[src/rtl/regfile_sb_if.sv]
// Register-file bus: read ports, write-back, issue handshake and busy count.
// The master side drives addresses, strobes and data; the slave side is the register file.
interface regfile_sb_if #(
    parameter int unsigned DATA_W = 16,
    parameter int unsigned ADDR_W = 3,
    parameter int unsigned NUM_RD = 2
);
    logic [NUM_RD*ADDR_W-1:0] rd_addr;
    logic [NUM_RD*DATA_W-1:0] rd_data;
    logic [NUM_RD-1:0]        rd_busy;
    logic                     wr_en;
    logic [ADDR_W-1:0]        wr_addr;
    logic [DATA_W-1:0]        wr_data;
    logic                     iss_en;
    logic [ADDR_W-1:0]        iss_addr;
    logic                     iss_ok;
    logic [ADDR_W:0]          busy_cnt;

    modport master (
        output rd_addr, wr_en, wr_addr, wr_data, iss_en, iss_addr,
        input  rd_data, rd_busy, iss_ok, busy_cnt
    );

    modport slave (
        input  rd_addr, wr_en, wr_addr, wr_data, iss_en, iss_addr,
        output rd_data, rd_busy, iss_ok, busy_cnt
    );
endinterface

[src/rtl/regfile_sb.sv]
// Multi-read-port register file with a per-entry pending-write scoreboard.
// Define REGFILE_BYPASS_EN to forward same-cycle write-back data to the read ports.
module regfile_sb #(
    parameter int unsigned DATA_W   = 16,
    parameter int unsigned ADDR_W   = 3,
    parameter int unsigned NUM_RD   = 2,
    parameter bit          ZERO_REG = 1'b0
) (
    input logic         clk,
    input logic         rst_n,
    regfile_sb_if.slave bus
);
    localparam int unsigned DEPTH = 2 ** ADDR_W;

    logic [DATA_W-1:0] mem_q [DEPTH];
    logic [DEPTH-1:0]  busy_q, busy_d;
    logic [ADDR_W:0]   busy_cnt_q, busy_cnt_d;

    logic              wr_hit;
    logic              iss_zero;
    logic              iss_ok;
    logic              iss_set;

    logic [NUM_RD*DATA_W-1:0] rd_data_v;
    logic [NUM_RD-1:0]        rd_busy_v;
    logic [ADDR_W-1:0]        ra;

    // Entry 0 is inert when hardwired to zero: never written, never marked busy.
    assign wr_hit   = bus.wr_en && !(ZERO_REG && (bus.wr_addr == '0));
    assign iss_zero = ZERO_REG && (bus.iss_addr == '0);
    assign iss_ok   = iss_zero || !busy_q[bus.iss_addr] ||
                      (bus.wr_en && (bus.wr_addr == bus.iss_addr));
    assign iss_set  = bus.iss_en && iss_ok && !iss_zero;

    // Set is applied after clear so a new producer keeps ownership on a same-cycle collision.
    always_comb begin
        busy_d = busy_q;
        if (wr_hit) begin
            busy_d[bus.wr_addr] = 1'b0;
        end
        if (iss_set) begin
            busy_d[bus.iss_addr] = 1'b1;
        end
        busy_cnt_d = '0;
        for (int i = 0; i < DEPTH; i++) begin
            busy_cnt_d = busy_cnt_d + {{ADDR_W{1'b0}}, busy_d[i]};
        end
    end

    always_ff @(posedge clk) begin
        if (!rst_n) begin
            for (int i = 0; i < DEPTH; i++) begin
                mem_q[i] <= '0;
            end
            busy_q     <= '0;
            busy_cnt_q <= '0;
        end else begin
            if (wr_hit) begin
                mem_q[bus.wr_addr] <= bus.wr_data;
            end
            busy_q     <= busy_d;
            busy_cnt_q <= busy_cnt_d;
        end
    end

    always_comb begin
        rd_data_v = '0;
        rd_busy_v = '0;
        ra        = '0;
        for (int k = 0; k < NUM_RD; k++) begin
            ra = bus.rd_addr[k*ADDR_W +: ADDR_W];
            rd_data_v[k*DATA_W +: DATA_W] = mem_q[ra];
            rd_busy_v[k]                  = busy_q[ra];
`ifdef REGFILE_BYPASS_EN
            if (wr_hit && (bus.wr_addr == ra)) begin
                rd_data_v[k*DATA_W +: DATA_W] = bus.wr_data;
                rd_busy_v[k]                  = 1'b0;
            end
`endif
            if (ZERO_REG && (ra == '0)) begin
                rd_data_v[k*DATA_W +: DATA_W] = '0;
                rd_busy_v[k]                  = 1'b0;
            end
        end
    end

    assign bus.rd_data  = rd_data_v;
    assign bus.rd_busy  = rd_busy_v;
    assign bus.iss_ok   = iss_ok;
    assign bus.busy_cnt = busy_cnt_q;
endmodule

[src/flat_wrapper.sv]
// flat-port wrapper written by rule: the top's interface ports become plain ports
module regfile_sb_flat 
#(
    parameter int unsigned DATA_W   = 16,
    parameter int unsigned ADDR_W   = 3,
    parameter int unsigned NUM_RD   = 2,
    parameter bit          ZERO_REG = 1'b0
)
  (clk, rst_n, bus_rd_addr, bus_wr_en, bus_wr_addr, bus_wr_data, bus_iss_en, bus_iss_addr, bus_rd_data, bus_rd_busy, bus_iss_ok, bus_busy_cnt);
  regfile_sb_if #(.DATA_W(DATA_W), .ADDR_W(ADDR_W), .NUM_RD(NUM_RD)) bus_i ();
  input logic clk;
  input logic rst_n;
  input wire logic [$bits(bus_i.rd_addr)-1:0] bus_rd_addr;
  input wire logic [$bits(bus_i.wr_en)-1:0] bus_wr_en;
  input wire logic [$bits(bus_i.wr_addr)-1:0] bus_wr_addr;
  input wire logic [$bits(bus_i.wr_data)-1:0] bus_wr_data;
  input wire logic [$bits(bus_i.iss_en)-1:0] bus_iss_en;
  input wire logic [$bits(bus_i.iss_addr)-1:0] bus_iss_addr;
  output wire logic [$bits(bus_i.rd_data)-1:0] bus_rd_data;
  output wire logic [$bits(bus_i.rd_busy)-1:0] bus_rd_busy;
  output wire logic [$bits(bus_i.iss_ok)-1:0] bus_iss_ok;
  output wire logic [$bits(bus_i.busy_cnt)-1:0] bus_busy_cnt;
  assign bus_i.rd_addr = bus_rd_addr;
  assign bus_i.wr_en = bus_wr_en;
  assign bus_i.wr_addr = bus_wr_addr;
  assign bus_i.wr_data = bus_wr_data;
  assign bus_i.iss_en = bus_iss_en;
  assign bus_i.iss_addr = bus_iss_addr;
  assign bus_rd_data = bus_i.rd_data;
  assign bus_rd_busy = bus_i.rd_busy;
  assign bus_iss_ok = bus_i.iss_ok;
  assign bus_busy_cnt = bus_i.busy_cnt;
  regfile_sb #(.DATA_W(DATA_W), .ADDR_W(ADDR_W), .NUM_RD(NUM_RD), .ZERO_REG(ZERO_REG)) u_core (.clk(clk), .rst_n(rst_n), .bus(bus_i));
endmodule
[config.mk]
export PLATFORM = sky130hd
export DESIGN_NAME = regfile_sb_flat
export DESIGN_NICKNAME = d
export VERILOG_FILES = /design/src/rtl/regfile_sb_if.sv /design/src/rtl/regfile_sb.sv /design/src/flat_wrapper.sv
export SDC_FILE = /design/constraint.sdc
export NUM_CORES = 1
export LEC_CHECK = 0
export BUFFER_PORTS_ARGS = -buffer_cell sky130_fd_sc_hd__buf_2
export CAP_MARGIN = 20
export CORE_MARGIN = 1.5
export CORE_UTILIZATION = 30
export CTS_CLUSTER_DIAMETER = 100
export DETAILED_ROUTE_END_ITERATION = 10
export PLACE_DENSITY_LB_ADDON = 0.15
export REMOVE_ABC_BUFFERS = 1
export SLEW_MARGIN = 0
export SYNTH_ARGS = -nofsm -noshare
export SYNTH_HDL_FRONTEND = slang
export SYNTH_SLANG_ARGS = --single-unit
[constraint.sdc]
create_clock -name clk -period 4.9 [get_ports clk]
set_input_delay 0.735 -clock clk [delete_from_list [all_inputs] [get_ports clk]]
set_output_delay 0.735 -clock clk [all_outputs]
set_load 0.05 [all_outputs]
Word-level counts from Yosys, hierarchy flattened
Memory sizes are Yosys's and may differ from the RTL's.
Index checks and enable logic that the tools add are counted.

word-level totals
  memory bits (writable) = 128
  input bits = 32
  memories kept = 1
  flip-flop bits (word level) = 12
  output and inout bits = 39

cells by class
  muxes and demuxes = 19
  bitwise operators = 3
  order comparisons = 6
  $add $sub $neg = 7
  eq/ne operators = 1
  reductions and logical operators = 7

memories
  memory        depth  bits a word  rd ports  clocked after Yosys merged registers in  write ports  line              text
  u_core.mem_q  8      16           2         0                                        8            regfile_sb.sv:15  logic [DATA_W-1:0] mem_q [DEPTH];

operator list
  operator            count
  $add 4x1->4         6
  $lt 3x4->1 const B  4
  $mux 16             1
  $mux 8              2
  $reduce_or 16->1    1
  $mux 1              10
  $bmux 1 s3          3
  $and 8x8->8         1
  $not 8->8           1
  $or 8x8->8          1
  $demux 1 s3         2
  $ge 3x1->1 const B  2
  $logic_and 1x1->1   4
  $eq 3x3->1          1
  $mux 3              1
  $add 1x1->2         1
  $logic_not 1->1     1
  $logic_or 1x1->1    1

Depth between registers and ports, before layout
Gate-level depths: netlist (run 1).

  word-level depth = 16
  gate-level depth with buffers = 14
  mapped depth without buffers = 13

Worst setup path after synthesis (run 1)
OpenSTA, ideal clock, no wires.

  kind = in2reg
  start = in bus_iss_addr[1]
  end = reg u_core.busy_cnt_q[1], in the netlist u_core.bus.busy_cnt[1]
  data arrival time = 3.986 ns
  slack = 0.840 ns
  setup time = 0.073 ns
  stages = 13
  cell sequence = buf_2 xor2_1 o41a_4 o21ai_1 ha_1 fa_1 inv_1 fa_1 inv_1 fa_1 inv_1 fa_1 nor2_1

between the ends
  cells in the longest elaborated chain, start to end = 13
  elaborated cells on any way between the ends = 21
  those cells by class = add/sub: 7; order compare: 2; eq/ne: 1; mux: 5; bitwise: 1; reduce/logical: 5

RTL lines
  element                                                                   line                                text
  start, declared                                                           flat_wrapper.sv:18                  input wire logic [$bits(bus_i.iss_addr)-1:0] bus_iss_addr;
  $lt 3x4->1 (not written as such) (tied with other cells)                  regfile_sb.sv:42                    busy_d[bus.iss_addr] = 1'b1;
  $logic_and 1x1->1 (not written as such) / $mux 1 (equally long branches)  regfile_sb.sv:42, regfile_sb.sv:31
  $mux 1 (not written as such) / $logic_not 1->1 (equally long branches)    regfile_sb.sv:42, regfile_sb.sv:31
  $demux 1 s3 / $logic_or 1x1->1 (equally long branches)                    --
  $or 8x8->8 (no source line) / $logic_and 1x1->1 (equally long branches)   --
  $mux 8 (*)                                                                regfile_sb.sv:41                    if (iss_set) begin
  via u_core.busy_d[0]                                                      regfile_sb.sv:16                    logic [DEPTH-1:0] busy_q, busy_d;
  $add 1x1->2 (*)                                                           regfile_sb.sv:46                    busy_cnt_d = busy_cnt_d + {{ADDR_W{1'b0}}, busy_d[i]};
  $add 4x1->4 (*) (6 in a row)                                              regfile_sb.sv:46
  end signal, assigned                                                      regfile_sb.sv:62                    busy_cnt_q <= busy_cnt_d;
  end, declared                                                             regfile_sb.sv:17                    logic [ADDR_W:0] busy_cnt_q, busy_cnt_d;

The timed path passes the listed nets; every way through them passes the cells marked *. The select of a mux whose other input is x is not followed.
A chain may end at the register's enable or synchronous reset.

Worst setup path after layout (run 1)
  start = in bus_iss_addr[0]
  end = reg u_core.busy_cnt_q[1], in the netlist u_core.bus.busy_cnt[1]

Same word-level chain as after synthesis.

==> flow_summary_export.csv, run 1 <==
group,metric,value,unit
run_status,status,"completed",
cts,cts_setup_buffers,0,
setup_path,criticalPathCategory,"input pin to flip-flop",
cells_and_area,final_common_cell,"and2_1",
global_routing,grt_max_degree,20,
synthesis,ys_seq_elements,140,
setup_path,worstSetupStartpoint,"bus_iss_addr[0]",
sta,drv_slew,0,
routing,vias,4663,
cells_and_area,fin_util,0.357,
floorplan,start_util,0.306,
synthesis,ys_async_sr_fraction,0,
synthesis,synth-main-ff-cell,"edfxtp_1",
routing,totalWireLength,21.7,mm
cts,cts_hold_buf,0,
floorplan,die_w,164,um
setup_path,regToRegStartpoint,"u_core.busy_q[5]",
floorplan,die_y,164,um
routing,wire_per_inst,23.7,um
cells_and_area,final_cell_mix,"and2_1 (129), edfxtp_1 (128), mux4_2 (70), buf_2 (70), mux2_2 (35)",
placed_design,hpwl,13.0,mm
placed_design,place_congestion,0.887,
synthesis,synth-seq-area-share,0.528,
global_routing,grt_use_total,0.174,
synthesis,avgSynthCellArea,15.4,um^2
cts,clkTransAtPathRegs,0.06,ns
routing,drtPass1Iterations,5,
sta,tightest_slew,1.05,ns
pwr,switching_share,0.276,
pwr,intPower,2.32,mW
setup_path,end_kind,"flip-flop",
setup_path,critPathMaxStageDelay,0.54,ns
global_routing,grt_first_pass_wirelength,32.3,mm
routing,viasPerCell,5.09,
routing,postRouteAntennaNets,0,
floorplan,std_cell_rows,58,
cts,cts_tree,"built",
sta,max_freq,260,MHz
cts,cts-resized-gates,0,
floorplan,coreArea,25300,um^2
synthesis,synth_top_area_frac,0.497,
pwr,vdd_ir_drop_max,0.000230,V
cts,numClockSinks,140,
sta,timing.final.crit_share,0.785,
setup_path,startpoint_type,"input pin",
floorplan,die_area,26700,um^2
routing,drc,0,
cells_and_area,nets,612,
min_path,min_from,"u_core.busy_q[0]",
job,cap_violations,0,
global_routing,antenna_found_initial,1,
synthesis,ys_warn_count,0,
synthesis,syn-instance-count,503,
pwr,power.density,356,nW/um^2
cells_and_area,synthToLayoutAreaGrowth,16.8,%
cells_and_area,fillers,2445,
pwr,p_leak,3.20,nW
routing,drt-initial-drc-count,290,
synthesis,synthTopCellsByArea,"edfxtp_1 (50%), mux4_2 (20%), and2_1 (10%), mux2_2 (5.1%), dfxtp_1 (3.1%)",
setup_path,timing.critical_path.mode_cell,"fa_1",
synthesis,synth-edff-count,128,
cells_and_area,drive_gt1_frac,0.421,
global_routing,grt_pass1_vias,4921,
global_routing,grt_overflow_total,0,
sta,setup_viol,0,
sta,maxSlewHeadroom,0.296,
sta,fin_crit,3.84,ns
pwr,power_frac_seq,0.442,
cts,clk_latency,0.42,ns
setup_path,cp.arrival,4.19,ns
sta,hold_viol_final,0,
cts,htreeDepth,4,
setup_path,crit_path_max_fanout,8,
setup_path,worstPathRequired,5.25,ns
sta,fin_tns_setup,0,ns
floorplan,pin_count,71,
pwr,power_frac_comb,0.173,
placed_design,port_buffers,70,
setup_path,cp_slowest_cell,"o41a_4",
cts,cts_buffers,17,
synthesis,ys_types,33,
min_path,hold_class,"flip-flop to flip-flop",
cts,clockBufferDepth,2,
synthesis,synth_top_cell_by_area,"edfxtp_1",
cts,ctsRootBufferMaster,"clkbuf_16",
pwr,power_frac_clock,0.385,
synthesis,syn_area,7730,um^2
sta,rsz0062_at_grt,"false",
pwr,p_sw,888,uW
setup_path,crit_chain,"buf_2 -> xor2_2 -> o41a_4 -> o21ai_1 -> ha_1 -> fa_1 -> inv_1 -> fa_1 -> inv_1 -> fa_1 -> inv_1 -> fa_1 -> nor2_1",
sta,finClkSkew,0.00305,ns
metal layers:
layer / global-route usage / share of wire / vias to the layer above
li1: - / - / 2082
met1: 0.237 / 0.46 / 2429
met2: 0.284 / 0.49 / 131
met3: 0.0312 / 0.045 / 19
met4: 0.0479 / 0.0090 / 2
met5: 0 / 0.00060 / -
layout make-up:
cell class | count | area [um^2] | share of cell area
antenna | 1 | 2.50 | 0.000277
clock inverter | 13 | 128 | 0.0141
clock buffer | 18 | 429 | 0.0475
sequential | 140 | 4080 | 0.452
multi-input combinational | 319 | 3470 | 0.384
timing repair buffer | 86 | 470 | 0.0521
tap | 330 | 413 | 0.0457
inverter | 9 | 33.8 | 0.00374
metrics by stage:
stage | setup slack, ns | hold WS (ns) | total power, mW | instance area [um^2] | cells
after floorplan | 0.970 | 0.472 | 1.81 | 7530 | 468
after global placement | 0.675 | 0.549 | 2.00 | 8470 | 884
after detailed placement | 0.619 | 0.545 | 2.01 | 8470 | 884
after CTS | 1.06 | 0.547 | 3.25 | 9020 | 915
after global routing | 0.924 | 0.580 | 3.33 | 9020 | 915
final | 1.06 | 0.550 | 3.21 | 9030 | 916
worst paths after layout:
kind / end / cells after the start / slack [ns]
worst max register to register: u_core.bus.busy_cnt[1] / 12 / 1.25
worst min register to register: u_core.busy_q[0] / 2 / 0.55
worst max-delay path: u_core.bus.busy_cnt[1] / 13 / 1.06
worst min-delay path: u_core.busy_q[0] / 2 / 0.55
worst max-delay path: cells and delay by family:
| family | cells | cell delay (ns) |
|---|---|---|
| buf+inv | 4 | 0.35 |
| fa+ha+maj | 5 | 2.08 |
| simple gates | 1 | 0.11 |
| xor+xnor | 1 | 0.21 |
| compound gates | 2 | 0.71 |
kinds of logic (layout without fill, tap and decap cells):
family,after synthesis,count (layout),share of synthesized area
compound gates,41,41,0.0414
xor+xnor,4,4,0.00551
fa+ha+maj,7,7,0.0152
buf+inv,44,126,0.0296
flops,140,140,0.528
mux,105,105,0.255
other cells,0,1,0
simple gates,162,162,0.125
state kept, by name (all words and copies together), names as in the netlist:
register             count
u_core.bus.busy_cnt      4
u_core.busy_q            8
u_core.mem_q           128
power by group through the flow:
| stage | clock [mW] | combinational (mW) | sequential [mW] |
|---|---|---|---|
| after floorplan | 0 | 0.363 | 1.44 |
| after global placement | 0 | 0.558 | 1.44 |
| after detailed placement | 0 | 0.565 | 1.44 |
| after CTS | 1.26 | 0.566 | 1.42 |
| after global routing | 1.31 | 0.592 | 1.43 |
| final | 1.24 | 0.555 | 1.42 |
synthesized netlist by cell type, drive strengths merged, types with 3 or more instances:
master,instances
edfxtp,128
mux2,35
mux4,70
fa,4
buf,16
inv,8
and2,129
xor2,4
clkbuf,19
nand2b,3
ha,3
o21ai,22
nand3,5
o31ai,5
o211ai,5
nor2,12
nand2,6
dfxtp,12
(Power assumes the default switching activity.)
==> run 2, diff against run 1 <==
Settings changed: ABC_AREA set to 1.
Clock period 4.9 ns to 3.4 ns, I/O delays scaled along.
==> run 2 against run 1 <==
Area after synthesis fell by 1.2%. Sequential share of layout area down 1.4 points. Synthesized cell count rose by 81%. Sequential cell count unchanged. First-iteration DRC count grew 52%. Register-to-register slack lost 1.1 ns. Wire length increased by 11%. Critical path depth rose by 4. Utilization rose by 1.3 points. Die area is 1.2% lower. Non-clock buffer count up 55. Largest power group unchanged.
==> flow_summary_export.csv, run 2 <==
group,metric,value,unit
global_routing,grt_busiest_layer,"met2",
global_routing,grt_use_total,0.189,
global_routing,grt_pass1_vias,6563,
placed_design,place_congestion,0.788,
cts,clkTransAtPathRegs,0.06,ns
cts,clockBufferDepth,2,
sta,finClkSkew,0.00804,ns
cts,ctsRootBufferMaster,"clkbuf_16",
placed_design,place_area,8700,um^2
cells_and_area,fin_util,0.371,
global_routing,antenna_found_initial,0,
placed_design,post-place-ws,-0.418,ns
synthesis,ys_types,27,
setup_path,end_kind,"flip-flop",
synthesis,avgSynthCellArea,8.39,um^2
cells_and_area,final_cell_mix,"nor2_1 (216), edfxtp_1 (128), o21ai_0 (124)",
setup_path,r2r_cells,17,
synthesis,synth_top_family_by_area,"compound AO/OA/AOI/OAI gates",
setup_path,worstPathRequired,3.77,ns
routing,drc,0,
cells_and_area,final_common_cell,"nor2_1",
placed_design,port_buffers,70,
synthesis,synth_compound_area_frac,0.206,
synthesis,synth_top_cell_by_area,"edfxtp_1",
floorplan,die_w,163,um
setup_path,criticalPathCategory,"flip-flop to flip-flop",
floorplan,die_y,163,um
global_routing,grt_max_degree,53,
cells_and_area,nets,1047,
global_routing,met2_usage,0.316,
cells_and_area,antennaDiodeCount,0,
setup_path,crit_path_max_fanout,6,
synthesis,muxShareOfSynthArea,0,
routing,wire_per_inst,17.9,um
min_path,hold_end,"u_core.bus.busy_cnt[0]",
cts,cts_hold_buf,0,
cells_and_area,synthToLayoutAreaGrowth,21.9,%
pwr,power.density,497,nW/um^2
job,cap_violations,0,
global_routing,use_met3,0.0341,
global_routing,grt_first_pass_wirelength,37.0,mm
cts,htreeDepth,4,
min_path,min_from,"rst_n",
synthesis,synth-simple-area-share,0.162,
setup_path,r2r_slack,0.14,ns
sta,setup_viol,0,
floorplan,die_area,26400,um^2
setup_path,cp.arrival,3.63,ns
sta,drv_slew,0,
floorplan,std_cell_rows,58,
floorplan,start_util,0.304,
setup_path,crit_buf_inv,6,
synthesis,synth-seq-area-share,0.535,
min_path,hold_class,"input pin to flip-flop",
synthesis,synth_xor_area_frac,0.00115,
routing,drt-initial-drc-count,442,
cts,clk_latency,0.43,ns
placed_design,hpwl,15.5,mm
setup_path,r2r-end,"u_core.bus.busy_cnt[1]",
min_path,min_path_cells,3,
cts,numClockSinks,140,
sta,hold_viol_final,0,
pwr,p_leak,3.79,nW
sta,maxSlewHeadroom,0.404,
floorplan,pin_count,71,
synthesis,synthTopCellsByArea,"edfxtp_1 (50%), nor2_1 (11%), o21ai_0 (8.1%), a21oi_1 (5.2%), inv_1 (4.3%)",
global_routing,met1_usage,0.250,
setup_path,cp_slowest_cell,"fa_1",
setup_path,crit_chain,"inv_1 -> nand2_1 -> nand3_1 -> nand2_1 -> o21ai_4 -> buf_4 -> buf_4 -> nand3_1 -> nand2_1 -> fa_1 -> inv_1 -> fa_1 -> inv_1 -> fa_2 -> inv_2 -> fa_1 -> nor2_1",
setup_path,critPathMaxStageDelay,0.53,ns
synthesis,synth_fa_ha_area_frac,0.0154,
pwr,vdd_ir_drop_max,0.000345,V
setup_path,regToRegStartpoint,"u_core.busy_q[4]",
floorplan,coreArea,25100,um^2
cells_and_area,fin_area,9310,um^2
cts,cts_buffers,17,
synthesis,synth_top_area_frac,0.504,
sta,timing.final.crit_share,0.959,
synthesis,synth_common_cells,"nor2_1 (216), edfxtp_1 (128), o21ai_0 (124), inv_1 (87), nand2_1 (85)",
synthesis,ys_seq_elements,140,
sta,fin_crit,3.26,ns
setup_path,startpoint_type,"flip-flop",
cells_and_area,largest_register_ff_count,128,
cells_and_area,drive_gt1_frac,0.176,
synthesis,syn_area,7630,um^2
routing,drtPass1Iterations,5,
sta,setup_ws,0.138,ns
cts,cts_tree,"built",
synthesis,yosysMostFrequentCell,"nor2_1",
global_routing,grt_overflow_total,0,
synthesis,synth-edff-count,128,
sta,tightest_slew,0.891,ns
routing,vias,6706,
sta,max_freq,307,MHz
routing,totalWireLength,24.2,mm
routing,postRouteAntennaNets,0,
pwr,power,4.63,mW
routing,viasPerCell,4.97,
synthesis,ys_async_sr_fraction,0,
synthesis,ys_warn_count,0,
synthesis,synth-main-ff-cell,"edfxtp_1",
setup_path,path_delay_family,"adder cells",
cells_and_area,top_register,"u_core.mem_q",
run_status,status,"completed",
synthesis,syn-instance-count,910,
## run 2: cell types whose count changed in the layout (fill, tap and decap cells not counted), moves of 35 or more
cell,previous run,this run
and2_1,129,1
mux2_2,35,0
nand2_1,6,84
a21oi_1,1,79
o21ai_0,8,124
nor2_1,4,216
inv_1,8,85
mux4_2,70,0
buf_4,16,69
## run 2: how the worst max path moves through the flow
| stage | startpoint | cells after the start | end | slack [ns] |
|---|---|---|---|---|
| 6_report | u_core.busy_q[4] | 17 | u_core.bus.busy_cnt[1] | 0.14 |
| 5_1_grt | u_core.busy_q[7] | 15 | u_core.bus.busy_cnt[1] | -0.01 |
| 4_1_cts | u_core.busy_q[7] | 15 | u_core.bus.busy_cnt[1] | 0.04 |
| 3_5_place_dp | bus_iss_addr[0] | 17 | u_core.bus.busy_cnt[1] | -0.42 |
| 3_3_place_gp | bus_iss_addr[0] | 17 | u_core.bus.busy_cnt[1] | -0.38 |
| 2_1_floorplan | bus_iss_addr[0] | 16 | u_core.bus.busy_cnt[1] | -0.45 |
## run 2: area by class of cell
class                   instances  area [um^2]
clock inverters                13          126
fillers                      2656        15800
flip-flops and latches        140         4090
well taps                     330          413
repair buffers                141          938
clock buffers                  18          429
inverters                      92          348
multi-input cells             616         2970
## run 2: stage by stage
stage	std cells	setup TNS, ns	hold WS, ns
finish	1350	0	0.426
detailed placement	1316	-0.954	0.493
global placement	1316	-0.855	0.484
CTS	1348	0	0.407
floorplan	848	-0.987	0.466
global route	1350	-0.0120	0.443
## run 2: what timing repair did
item                                    in CTS  in global routing
gates resized for setup                      3                  5
buffers inserted                             1                  2
endpoints found under the setup margin       1                  2
pin swaps                                    1                  3
## run 2: routing by layer
metal | part of all wire | up-vias
met3 | 0.054 | 23
met1 | 0.45 | 3212
li1 | - | 3303
met5 | 0 | -
met4 | 0.013 | 0
met2 | 0.48 | 168
## run 2: tightest hold or removal path: stages
cell,delay [ns]
buf_2,0.18
nand2_1,0.08
inv_1,0.03
## run 2: where the power goes
group / internal, mW / switching (mW) / total [mW]
Combinational: 0.225 / 0.580 / 0.805
Clock: 1.06 / 0.731 / 1.80
Sequential: 1.99 / 0.0402 / 2.03
Total: 3.28 / 1.35 / 4.63
## run 2: cells by family after synthesis
group	count (synthesis)
compound gates	286
xor+xnor	1
fa+ha+maj	7
buf+inv	154
flops	140
simple gates	322
==> run 3, diff against run 2 <==
Settings changed: ABC_CLOCK_PERIOD_IN_PS set to 3400, CORE_MARGIN 1.5 to unset, CTS_BUF_LIST set to sky130_fd_sc_hd__clkbuf_8.
==> run 3 against run 2 <==
Design area is 2.6% lower. First-iteration DRC count is 27% higher. Combinational power is 2% lower. Largest power group unchanged. Critical endpoint unchanged. Register-to-register slack hardly changed. Clock skew is 0.0066 ns lower. Critical path depth is 2 lower. Utilization is 0.85 points lower.
==> flow_summary_export.csv, run 3 (synthesis gave the netlist of run 2 again) <==
group,metric,value,unit
cells_and_area,fillers,2637,
routing,totalWireLength,24.2,mm
floorplan,pin_count,71,
global_routing,grt_max_degree,119,
setup_path,end_kind,"flip-flop",
floorplan,die_w,162,um
cts,cts_hold_buf,0,
cells_and_area,final_cell_mix,"nor2_1 (216), edfxtp_1 (128), o21ai_0 (124)",
sta,rsz0062_at_grt,"false",
pwr,intPower,3.01,mW
global_routing,antenna_found_initial,2,
floorplan,std_cell_rows,58,
routing,wire_per_inst,18.1,um
job,cap_violations,0,
cts,htreeDepth,4,
sta,tightest_slew,0.833,ns
pwr,p_leak,3.70,nW
cts,ctsRootBufferMaster,"clkbuf_8",
global_routing,grt_overflow_total,0,
setup_path,crit_buf_inv,3,
pwr,vdd_ir_drop_max,0.000203,V
pwr,p_sw,1.29,mW
cts,cts_tree,"built",
routing,drt-initial-drc-count,563,
setup_path,criticalPathCategory,"flip-flop to flip-flop",
setup_path,crit_chain,"or2_0 -> nand2_1 -> nand2_2 -> o21ai_4 -> nand3_2 -> nand2_1 -> ha_1 -> fa_1 -> inv_1 -> fa_1 -> inv_1 -> fa_2 -> inv_2 -> fa_1 -> nor2_1",
setup_path,timing.critical_path.mode_cell,"fa_1",
pwr,power_frac_seq,0.471,
routing,viasPerCell,5.06,
setup_path,worstPathRequired,3.79,ns
placed_design,port_buffers,70,
sta,max_freq,306,MHz
pwr,power_frac_clock,0.344,
placed_design,hpwl,15.3,mm
sta,fin_crit,3.27,ns
setup_path,cp_slowest_cell,"fa_1",
floorplan,die_y,162,um
floorplan,coreArea,25000,um^2
sta,timing.final.crit_share,0.963,
cells_and_area,fin_area,9070,um^2
cts,clockBufferDepth,2,
cts,numClockSinks,140,
global_routing,grt_use_total,0.188,
cells_and_area,drive_gt1_frac,0.169,
pwr,switching_share,0.300,
routing,vias,6789,
floorplan,start_util,0.305,
floorplan,die_area,26100,um^2
placed_design,place_area,8620,um^2
pwr,power_frac_comb,0.184,
setup_path,crit_path_max_fanout,3,
global_routing,grt_first_pass_wirelength,36.7,mm
cts,clkTransAtPathRegs,0.09,ns
placed_design,place_congestion,0.779,
sta,drv_slew,0,
routing,postRouteAntennaNets,0,
cells_and_area,final_common_cell,"nor2_1",
sta,hold_viol_final,0,
run_status,status,"completed",
routing,drc,0,
setup_path,startpoint_type,"flip-flop",
setup_path,path_delay_family,"adder cells",
sta,setup_viol,0,
routing,drtPass1Iterations,5,
cts,clk_latency,0.45,ns
cells_and_area,largest_register_ff_count,128,
cells_and_area,nets,1036,
setup_path,critPathMaxStageDelay,0.49,ns
global_routing,grt_pass1_vias,6486,
cts,cts_buffers,17,
cells_and_area,top_register,"u_core.mem_q",
setup_path,cp.arrival,3.66,ns
sta,maxSlewHeadroom,0.444,
cells_and_area,fin_util,0.362,
pwr,power,4.30,mW
pwr,power.density,474,nW/um^2
cells_and_area,synthToLayoutAreaGrowth,18.8,%
min_path,hold_class,"input pin to flip-flop",
sta,finClkSkew,0.00143,ns
==> run 3: metal layers <==
layer / wire length (um) / track usage / part of all wire / vias up
li1: - / - / - / 3282
met1: 11100 / 0.252 / 0.46 / 3288
met2: 11400 / 0.309 / 0.47 / 182
met3: 1280 / 0.0336 / 0.053 / 35
met4: 424 / 0.0575 / 0.017 / 2
met5: 11 / 0 / 0.00045 / -
==> run 3: power groups by stage <==
| stage | clock [mW] | combinational, mW | sequential (mW) |
|---|---|---|---|
| finish | 1.48 | 0.791 | 2.02 |
| global route | 1.56 | 0.866 | 2.04 |
| CTS | 1.51 | 0.797 | 2.02 |
| detailed placement | 0 | 0.794 | 2.06 |
| global placement | 0 | 0.790 | 2.06 |
| floorplan | 0 | 0.462 | 2.07 |
==> run 3: per-stage QoR <==
step	hold WS, ns	instances	setup TNS (ns)	worst slack [ns]
final	0.352	1341	0	0.127
after global routing	0.318	1340	0	0.00655
after CTS	0.325	1339	0	0.00653
after floorplan	0.466	848	-0.987	-0.447
after detailed placement	0.495	1307	-0.743	-0.388
after global placement	0.500	1307	-0.710	-0.366
==> run 3: timing repair <==
item	CTS	global route
setup endpoints to repair	1	2
pin swaps	1	6
setup buffers	0	1
hold endpoints to repair	0	0
resized for setup	6	2
==> run 3: worst paths after layout <==
check,startpoint,end,slack (ns),depth (start not counted)
setup reg to reg,u_core.busy_q[7],u_core.bus.busy_cnt[1],0.13,15
setup / recovery,u_core.busy_q[7],u_core.bus.busy_cnt[1],0.13,15
hold reg to reg,u_core.busy_q[5],u_core.busy_q[5],0.52,2
hold / removal,bus_iss_en,u_core.busy_q[0],0.35,3
==> run 3: final cells by class <==
cell class              instances  area [um^2]  share of cell area
well taps                     330          413              0.0455
diodes                          1         2.50            0.000276
inverters                      92          348              0.0384
clock inverters                14          175              0.0193
clock buffers                  18          248              0.0273
flip-flops and latches        140         4090               0.450
repair buffers                130          843              0.0930
multi-input cells             616         2950               0.326
==> run 3: tightest hold or removal path: cells and delay by family <==
family	cells	cell delay (ns)
buffers and inverters	1	0.13
and+or+nand+nor	1	0.07
AOI/OAI and AO/OA	1	0.05
